<file path="src/rtl/team_08_game_controller_pkg.sv">
// rtl/team_08_game_controller_pkg.sv - shared game state, screen geometry and frame-state record
package team_08_game_controller_pkg;

  typedef enum logic [1:0] {
    IDLE = 2'd0,
    RUN  = 2'd1,
    OVER = 2'd2,
    WIN  = 2'd3
  } state_t;

  localparam int X_END    = 320;
  localparam int GROUND_Y = 101;
  localparam int DINO_X_L = 280;
  localparam int DINO_X_R = 300;
  localparam int DINO_H   = 38;
  localparam int CACTUS_W = 20;

  // Everything that moves or is scored, kept together so a restart is one assignment.
  typedef struct packed {
    logic [7:0] dino_y;
    logic [7:0] vel;       // two's complement, positive is upward
    logic       air;
    logic [8:0] cactus_x;
    logic [8:0] x_dist;
    logic [7:0] h1;
    logic [7:0] h2;
    logic [7:0] score;
  } geom_t;

  localparam geom_t GEOM_RST = '{
    dino_y:   8'(GROUND_Y),
    vel:      8'd0,
    air:      1'b0,
    cactus_x: 9'd0,
    x_dist:   9'd112,
    h1:       8'd30,
    h2:       8'd40,
    score:    8'd0
  };

  // Box overlap of the dino with one cactus whose left edge is c and height h.
  // The y axis grows upward from the ground line, so the cactus spans GROUND_Y..GROUND_Y+h.
  function automatic logic cactus_hit(input logic [9:0] c, input logic [7:0] h,
                                      input logic [7:0] dino_y);
    logic [9:0] top;
    logic [9:0] dy;
    top = 10'(GROUND_Y) + {2'b00, h};
    dy  = {2'b00, dino_y};
    return (c + 10'(CACTUS_W) >= 10'(DINO_X_L)) && (c <= 10'(DINO_X_R)) &&
           (dy <= top) && (dy + 10'(DINO_H) >= 10'(GROUND_Y));
  endfunction

endpackage

</file>
<file path="src/rtl/team_08_game_controller_lfsr8.sv">
// rtl/team_08_game_controller_lfsr8.sv - 8-bit Fibonacci LFSR, taps 8,6,5,4
module team_08_lfsr8 #(
  parameter logic [7:0] SEED = 8'hA5
) (
  input  logic       clk,
  input  logic       rst,
  input  logic       en_i,
  output logic [7:0] q_o
);

  logic [7:0] lfsr_q;

  // Shift left, feeding back the XOR of tap bits 8,6,5,4 into bit 0.
  always_ff @(posedge clk or posedge rst) begin
    if (rst) begin
      lfsr_q <= SEED;
    end else if (en_i) begin
      lfsr_q <= {lfsr_q[6:0], lfsr_q[7] ^ lfsr_q[5] ^ lfsr_q[4] ^ lfsr_q[3]};
    end
  end

  assign q_o = lfsr_q;

endmodule

</file>
<file path="src/rtl/team_08_game_controller.sv">
// rtl/team_08_game_controller.sv - dino runner sequencer: FSM, jump physics, scroll, collision, score
module team_08_game_controller
  import team_08_game_controller_pkg::*;
#(
  parameter int         JUMP_V    = 12,
  parameter int         GRAVITY   = 1,
  parameter int         SPEED     = 2,
  parameter int         WIN_SCORE = 20,
  parameter logic [7:0] LFSR_SEED = 8'hA5
) (
  input  logic       clk,
  input  logic       rst,
  input  logic       frame_tick,
  input  logic       start_btn,
  input  logic       jump_btn,
  output state_t     state,
  output logic [7:0] dinoY,
  output logic [8:0] cactusX,
  output logic [8:0] x_dist,
  output logic [7:0] cactusH1,
  output logic [7:0] cactusH2,
  output logic [7:0] score
);

  state_t      state_q;
  geom_t       geom_q;
  geom_t       geom_d;
  logic        pend_q;
  logic        start_prev_q;
  logic        jump_prev_q;
  logic [7:0]  lfsr;

  logic        start_edge;
  logic        jump_edge;
  logic [7:0]  height;
  logic        launch;
  logic [7:0]  v_eff;
  logic signed [9:0] sum;
  logic [9:0]  x_adv;
  logic        respawn;
  logic [6:0]  new_dist;
  logic [9:0]  lead_x;
  logic        hit;

  team_08_lfsr8 #(.SEED(LFSR_SEED)) u_lfsr (
    .clk  (clk),
    .rst  (rst),
    .en_i (1'b1),
    .q_o  (lfsr)
  );

  assign start_edge = start_btn & ~start_prev_q;
  assign jump_edge  = jump_btn & ~jump_prev_q;

  // One frame of motion, computed entirely from the pre-tick register values.
  always_comb begin
    geom_d = geom_q;

    // Jump: a pending jump only launches from the ground; otherwise it is dropped.
    height = geom_q.dino_y - 8'(GROUND_Y);
    launch = pend_q && !geom_q.air;
    v_eff  = launch ? 8'(JUMP_V) : geom_q.vel;
    sum    = $signed({2'b00, height}) + $signed({{2{v_eff[7]}}, v_eff});
    if (geom_q.air || launch) begin
      if (sum <= 10'sd0) begin
        geom_d.dino_y = 8'(GROUND_Y);
        geom_d.vel    = 8'd0;
        geom_d.air    = 1'b0;
      end else begin
        geom_d.dino_y = 8'(GROUND_Y) + sum[7:0];
        geom_d.vel    = v_eff - 8'(GRAVITY);
        geom_d.air    = 1'b1;
      end
    end

    // Scroll, and recycle the lead cactus once it leaves the right edge.
    // The trailing cactus then becomes the lead at its scrolled x.
    x_adv    = {1'b0, geom_q.cactus_x} + 10'(SPEED);
    respawn  = (x_adv + {1'b0, geom_q.x_dist}) > 10'(X_END);
    new_dist = 7'd96 + {2'b00, lfsr[4:0]};
    if (respawn) begin
      geom_d.cactus_x = 9'(x_adv - {3'b000, new_dist});
      geom_d.x_dist   = {2'b00, new_dist};
      geom_d.h2       = geom_q.h1;
      geom_d.h1       = 8'd20 + {3'b000, lfsr[7:3]};
      geom_d.score    = (geom_q.score == 8'hFF) ? 8'hFF : geom_q.score + 8'd1;
    end else begin
      geom_d.cactus_x = x_adv[8:0];
    end
  end

  // Collision against both cacti on the pre-tick positions.
  always_comb begin
    lead_x = {1'b0, geom_q.cactus_x} + {1'b0, geom_q.x_dist};
    hit    = cactus_hit({1'b0, geom_q.cactus_x}, geom_q.h1, geom_q.dino_y) ||
             cactus_hit(lead_x, geom_q.h2, geom_q.dino_y);
  end

  // Game FSM; geometry only moves on a tick in RUN that does not collide.
  always_ff @(posedge clk or posedge rst) begin
    if (rst) begin
      state_q      <= IDLE;
      geom_q       <= GEOM_RST;
      pend_q       <= 1'b0;
      start_prev_q <= 1'b0;
      jump_prev_q  <= 1'b0;
    end else begin
      start_prev_q <= start_btn;
      jump_prev_q  <= jump_btn;
      if (jump_edge) begin
        pend_q <= 1'b1;
      end
      case (state_q)
        IDLE: begin
          if (start_edge) begin
            state_q <= RUN;
            geom_q  <= GEOM_RST;
            pend_q  <= 1'b0;
          end
        end
        RUN: begin
          if (frame_tick) begin
            // An edge arriving with the tick is kept for the next frame.
            pend_q <= jump_edge;
            if (hit) begin
              state_q <= OVER;
            end else begin
              geom_q <= geom_d;
              if (geom_d.score == 8'(WIN_SCORE)) begin
                state_q <= WIN;
              end
            end
          end
        end
        default: begin
          if (start_edge) begin
            state_q <= IDLE;
          end
        end
      endcase
    end
  end

  assign state    = state_q;
  assign dinoY    = geom_q.dino_y;
  assign cactusX  = geom_q.cactus_x;
  assign x_dist   = geom_q.x_dist;
  assign cactusH1 = geom_q.h1;
  assign cactusH2 = geom_q.h2;
  assign score    = geom_q.score;

endmodule
</file>
<file path="config.mk">
export PLATFORM = sky130hd
export DESIGN_NAME = team_08_game_controller
export DESIGN_NICKNAME = d
export VERILOG_FILES = /design/src/rtl/team_08_game_controller_pkg.sv /design/src/rtl/team_08_game_controller_lfsr8.sv /design/src/rtl/team_08_game_controller.sv
export SDC_FILE = /design/constraint.sdc
export NUM_CORES = 1
export LEC_CHECK = 0
export CAP_MARGIN = 30
export CORE_MARGIN = 2
export CORE_UTILIZATION = 29
export DETAILED_ROUTE_END_ITERATION = 7
export DONT_BUFFER_PORTS = 1
export SLEW_MARGIN = 0
export SYNTH_ARGS = -nofsm -noshare
export SYNTH_HDL_FRONTEND = slang
export SYNTH_SLANG_ARGS = --single-unit
</file>
<file path="constraint.sdc">
create_clock -name clk -period 4.72 [get_ports clk]
set_input_delay 0.944 -clock clk [delete_from_list [all_inputs] [get_ports clk]]
set_output_delay 0.944 -clock clk [all_outputs]
set_load 0.1 [all_outputs]
</file>
==> reports/metrics.yaml <==
cts:
  clock_tree_from_tritoncts: "built"
  cts.root.buffer_cell: "sky130_fd_sc_hd__clkbuf_16"
  cts_htree_levels: 3
  clockBufferDepth: 2
  insertion_delay_ns: 0.34
  numCtsBuffers: 9
  clock_sinks: 64
  cts_setup_buffers: 0
  worst_setup_hold_path_clk_slew_ns: 0.06
cells_and_area:
  syn_to_final_growth_pct: 13.4
  commonest_non_fill_non_tap_cells_in_the_layout: "61 x sky130_fd_sc_hd__ha_1, 59 x sky130_fd_sc_hd__nand2_1, 50 x sky130_fd_sc_hd__inv_1, 48 x sky130_fd_sc_hd__buf_4, 47 x sky130_fd_sc_hd__dfrtp_1"
  mostFrequentLayoutCell: "sky130_fd_sc_hd__ha_1"
  antenna-diode-count: 0
  drive_gt1_share_pct: 15.9
  num-nets-final: 787
  filler_cell_count: 2079
critical_path:
  worstPathRequired_ns: 5.00
  timing.critical_path.fanout_max: 12
  crit_path_end_kind: "register"
  worst_setup_path_start_kind: "register"
  worst_ep_arrival_time_ns: 4.51
  critPathKind: "register to register"
grt:
  gr-usage-all-layers_pct: 15.1
  number_of_global_route_vias_before_repair: 4806
  global_route_wire_length_before_repair_um: 26200
  grt_start_max_net_pins: 42
  global_route.overflow_total: 0
  antenna_violations_before_repair: 0
synthesis:
  postSynthRegisterBits: 64
  synthAdderAreaFrac_pct: 13.9
  asyncSetResetFlopFracSynth_pct: 100
  yosysWarningCount: 0
  synth.yosys.seq_area_share_pct: 26.8
  post_synth_xor_area_fraction_pct: 7.23
  synth_ff_type: "sky130_fd_sc_hd__dfrtp_1"
  synth_area_um2: 6050
  synth_cells: 713
  post_synth_and_or_nand_nor_area_fraction_pct: 17.2
  synth-compound-area-share_pct: 22.3
  mux_share_of_post_synthesis_cell_area_pct: 1.82
  combinational_family_with_the_most_area_after_synthesis: "compound AO/OA/AOI/OAI gates"
  synth_edf_count: 0
  per_instance_average_area_after_synthesis_um2: 8.49
  netlist-cell-type-count: 71
detailed_routing:
  wirelength_um: 16200
  drc: 0
  wire_per_inst_um: 16.3
  route.vias.total: 5030
  drt-vias-per-instance: 5.07
  antenna_violating_nets_post_route: 0
  detailedRoute.firstIterationViolations: 406
  drt-pass1-iter-count: 4
timing:
  finClkSkew_ns: 0.00781
  layout_worst_path_cycle_share_pct: 89.7
  setup_viol_count_final: 0
  tns_ns: 0
  maxSlewHeadroom_pct: 32.0
  final_hold_viol_count: 0
  clock.fmax_mhz: 236
  drv_slew: 0
  tightestPinTransition_ns: 1.02
  timing.final.crit_period_ns: 4.23
  rsz0062_at_grt: "false"
run:
  drv.max_cap_violation_count: 0
placed_design:
  gp_routability_congestion: 0.892
  detail_placement_hpwl_um: 12800
  portBuffers: 0
floorplanning:
  io_pins: 57
  dieArea_um2: 22000
  floorplan.initialDensity_pct: 29.7
  die-height_um: 148
  floorplan.rows: 52
  coreArea_um2: 20400
  floorplan.die.width_um: 148
worst_hold_path:
  worstHoldPathType: "register to register"
run_status:
  outcome: "complete, no violations"
worst max-delay path, cell delays in order (launching register included):
cell,delay [ns]
sky130_fd_sc_hd__dfrtp_1,0.42
sky130_fd_sc_hd__buf_4,0.28
sky130_fd_sc_hd__ha_1,0.26
sky130_fd_sc_hd__o31ai_1,0.32
sky130_fd_sc_hd__xnor2_1,0.18
sky130_fd_sc_hd__ha_1,0.29
sky130_fd_sc_hd__nand3_1,0.10
sky130_fd_sc_hd__mux2_2,0.15
sky130_fd_sc_hd__a211oi_1,0.07
sky130_fd_sc_hd__or4b_4,0.54
sky130_fd_sc_hd__a2111oi_4,0.34
sky130_fd_sc_hd__a21oi_1,0.17
sky130_fd_sc_hd__o21ai_2,0.22
sky130_fd_sc_hd__buf_4,0.22
sky130_fd_sc_hd__nand2b_1,0.40
sky130_fd_sc_hd__a22o_1,0.20
registers in the layout, indices dropped and copies added, names as in the netlist, 2 cells and up:
| signal | count |
|---|---|
| state | 2 |
| geom_q | 9 |
| cactusH2 | 7 |
| cactusH1 | 4 |
| score | 8 |
| u_lfsr.q_o | 8 |
| dinoY | 8 |
| x_dist | 6 |
| cactusX | 9 |
cells in the mapped netlist (5+ instances only):
cell	n	area, um^2
sky130_fd_sc_hd__nand2_1	59	221
sky130_fd_sc_hd__xor2_1	18	158
sky130_fd_sc_hd__buf_4	51	383
sky130_fd_sc_hd__or3_1	11	68.8
sky130_fd_sc_hd__o21ai_1	8	40.0
sky130_fd_sc_hd__dfrtp_1	49	1230
sky130_fd_sc_hd__o21ai_0	31	155
sky130_fd_sc_hd__a211oi_1	11	82.6
sky130_fd_sc_hd__inv_1	51	191
sky130_fd_sc_hd__nand2b_1	16	100
sky130_fd_sc_hd__xnor2_1	32	280
sky130_fd_sc_hd__nand3_1	13	65.1
sky130_fd_sc_hd__nor3_1	16	80.1
sky130_fd_sc_hd__ha_1	61	763
sky130_fd_sc_hd__o22ai_1	11	68.8
sky130_fd_sc_hd__clkbuf_1	8	30.0
sky130_fd_sc_hd__and3_1	8	50.1
sky130_fd_sc_hd__nor2_1	40	150
sky130_fd_sc_hd__a22o_1	7	61.3
sky130_fd_sc_hd__or2_2	7	43.8
sky130_fd_sc_hd__buf_2	8	40.0
sky130_fd_sc_hd__a41oi_1	5	43.8
sky130_fd_sc_hd__o21a_1	10	75.1
sky130_fd_sc_hd__nor2b_1	14	87.6
sky130_fd_sc_hd__o22a_1	6	52.6
sky130_fd_sc_hd__a31oi_1	12	75.1
sky130_fd_sc_hd__a21oi_1	45	225
sky130_fd_sc_hd__a21o_1	8	60.1
sky130_fd_sc_hd__dfstp_2	15	394
stage by stage:
step	area (um^2)	cells	worst slack, ns	utilization (%)	hold WS, ns
detailed placement	6510	975	0.465	32.0	0.402
floorplan	6060	716	1.00	-	0.378
CTS	6850	991	0.443	33.6	0.414
global placement	6290	964	0.502	30.9	0.395
global route	6860	992	0.200	33.7	0.420
finish	6860	992	0.488	33.7	0.416
kinds of logic after synthesis:
group	count (synthesis)
other cells	1
simple gates	207
xor+xnor	50
mux	10
flops	64
compound gates	197
buf+inv	119
fa+ha+maj	65
layer usage:
| metal | vias to the layer above | share of wire [%] | global-route usage (%) |
|---|---|---|---|
| met5 | - | 0 | 0 |
| met4 | 0 | 1.5 | 3.95 |
| met3 | 16 | 7.5 | 5.25 |
| met2 | 112 | 44 | 22.8 |
| met1 | 2393 | 47 | 20.7 |
| li1 | 2509 | - | - |
layout make-up:
type,count,area [um^2],share of cell area [%]
Clock buffer,9,225,3.28
Clock inverter,7,119,1.73
Inverter,51,191,2.79
Multi-Input combinational cell,533,3800,55.4
Sequential cell,64,1620,23.7
Tap cell,270,338,4.92
Timing Repair Buffer,58,564,8.22
path summary, 6_finish.rpt:
check,startpoint,endpoint,slack [ns],cells past startpoint
min in group asynchronous,rst,geom_q[42]$_DFFE_PP0P_,0.67,1
max in group asynchronous,rst,u_lfsr.q_o[2]$_DFF_PP1_,3.12,2
worst min-delay path,u_lfsr.q_o[4]$_DFF_PP0_,u_lfsr.q_o[5]$_DFF_PP1_,0.42,0
worst max-delay path,cactusX[1]$_DFFE_PP0P_,x_dist[0]$_DFFE_PP0P_,0.49,15
worst max register to register,cactusX[1]$_DFFE_PP0P_,x_dist[0]$_DFFE_PP0P_,0.49,15
worst min register to register,u_lfsr.q_o[4]$_DFF_PP0_,u_lfsr.q_o[5]$_DFF_PP1_,0.42,0
what timing repair did:
action                                  CTS  global route
endpoints found under the setup margin    0             3
hold buffers                              0             0
gates resized for setup                   0             1
Power is left out: the tool's default activity adds up to more than one toggle a clock period on the data nets, which glitch-free logic cannot reach.
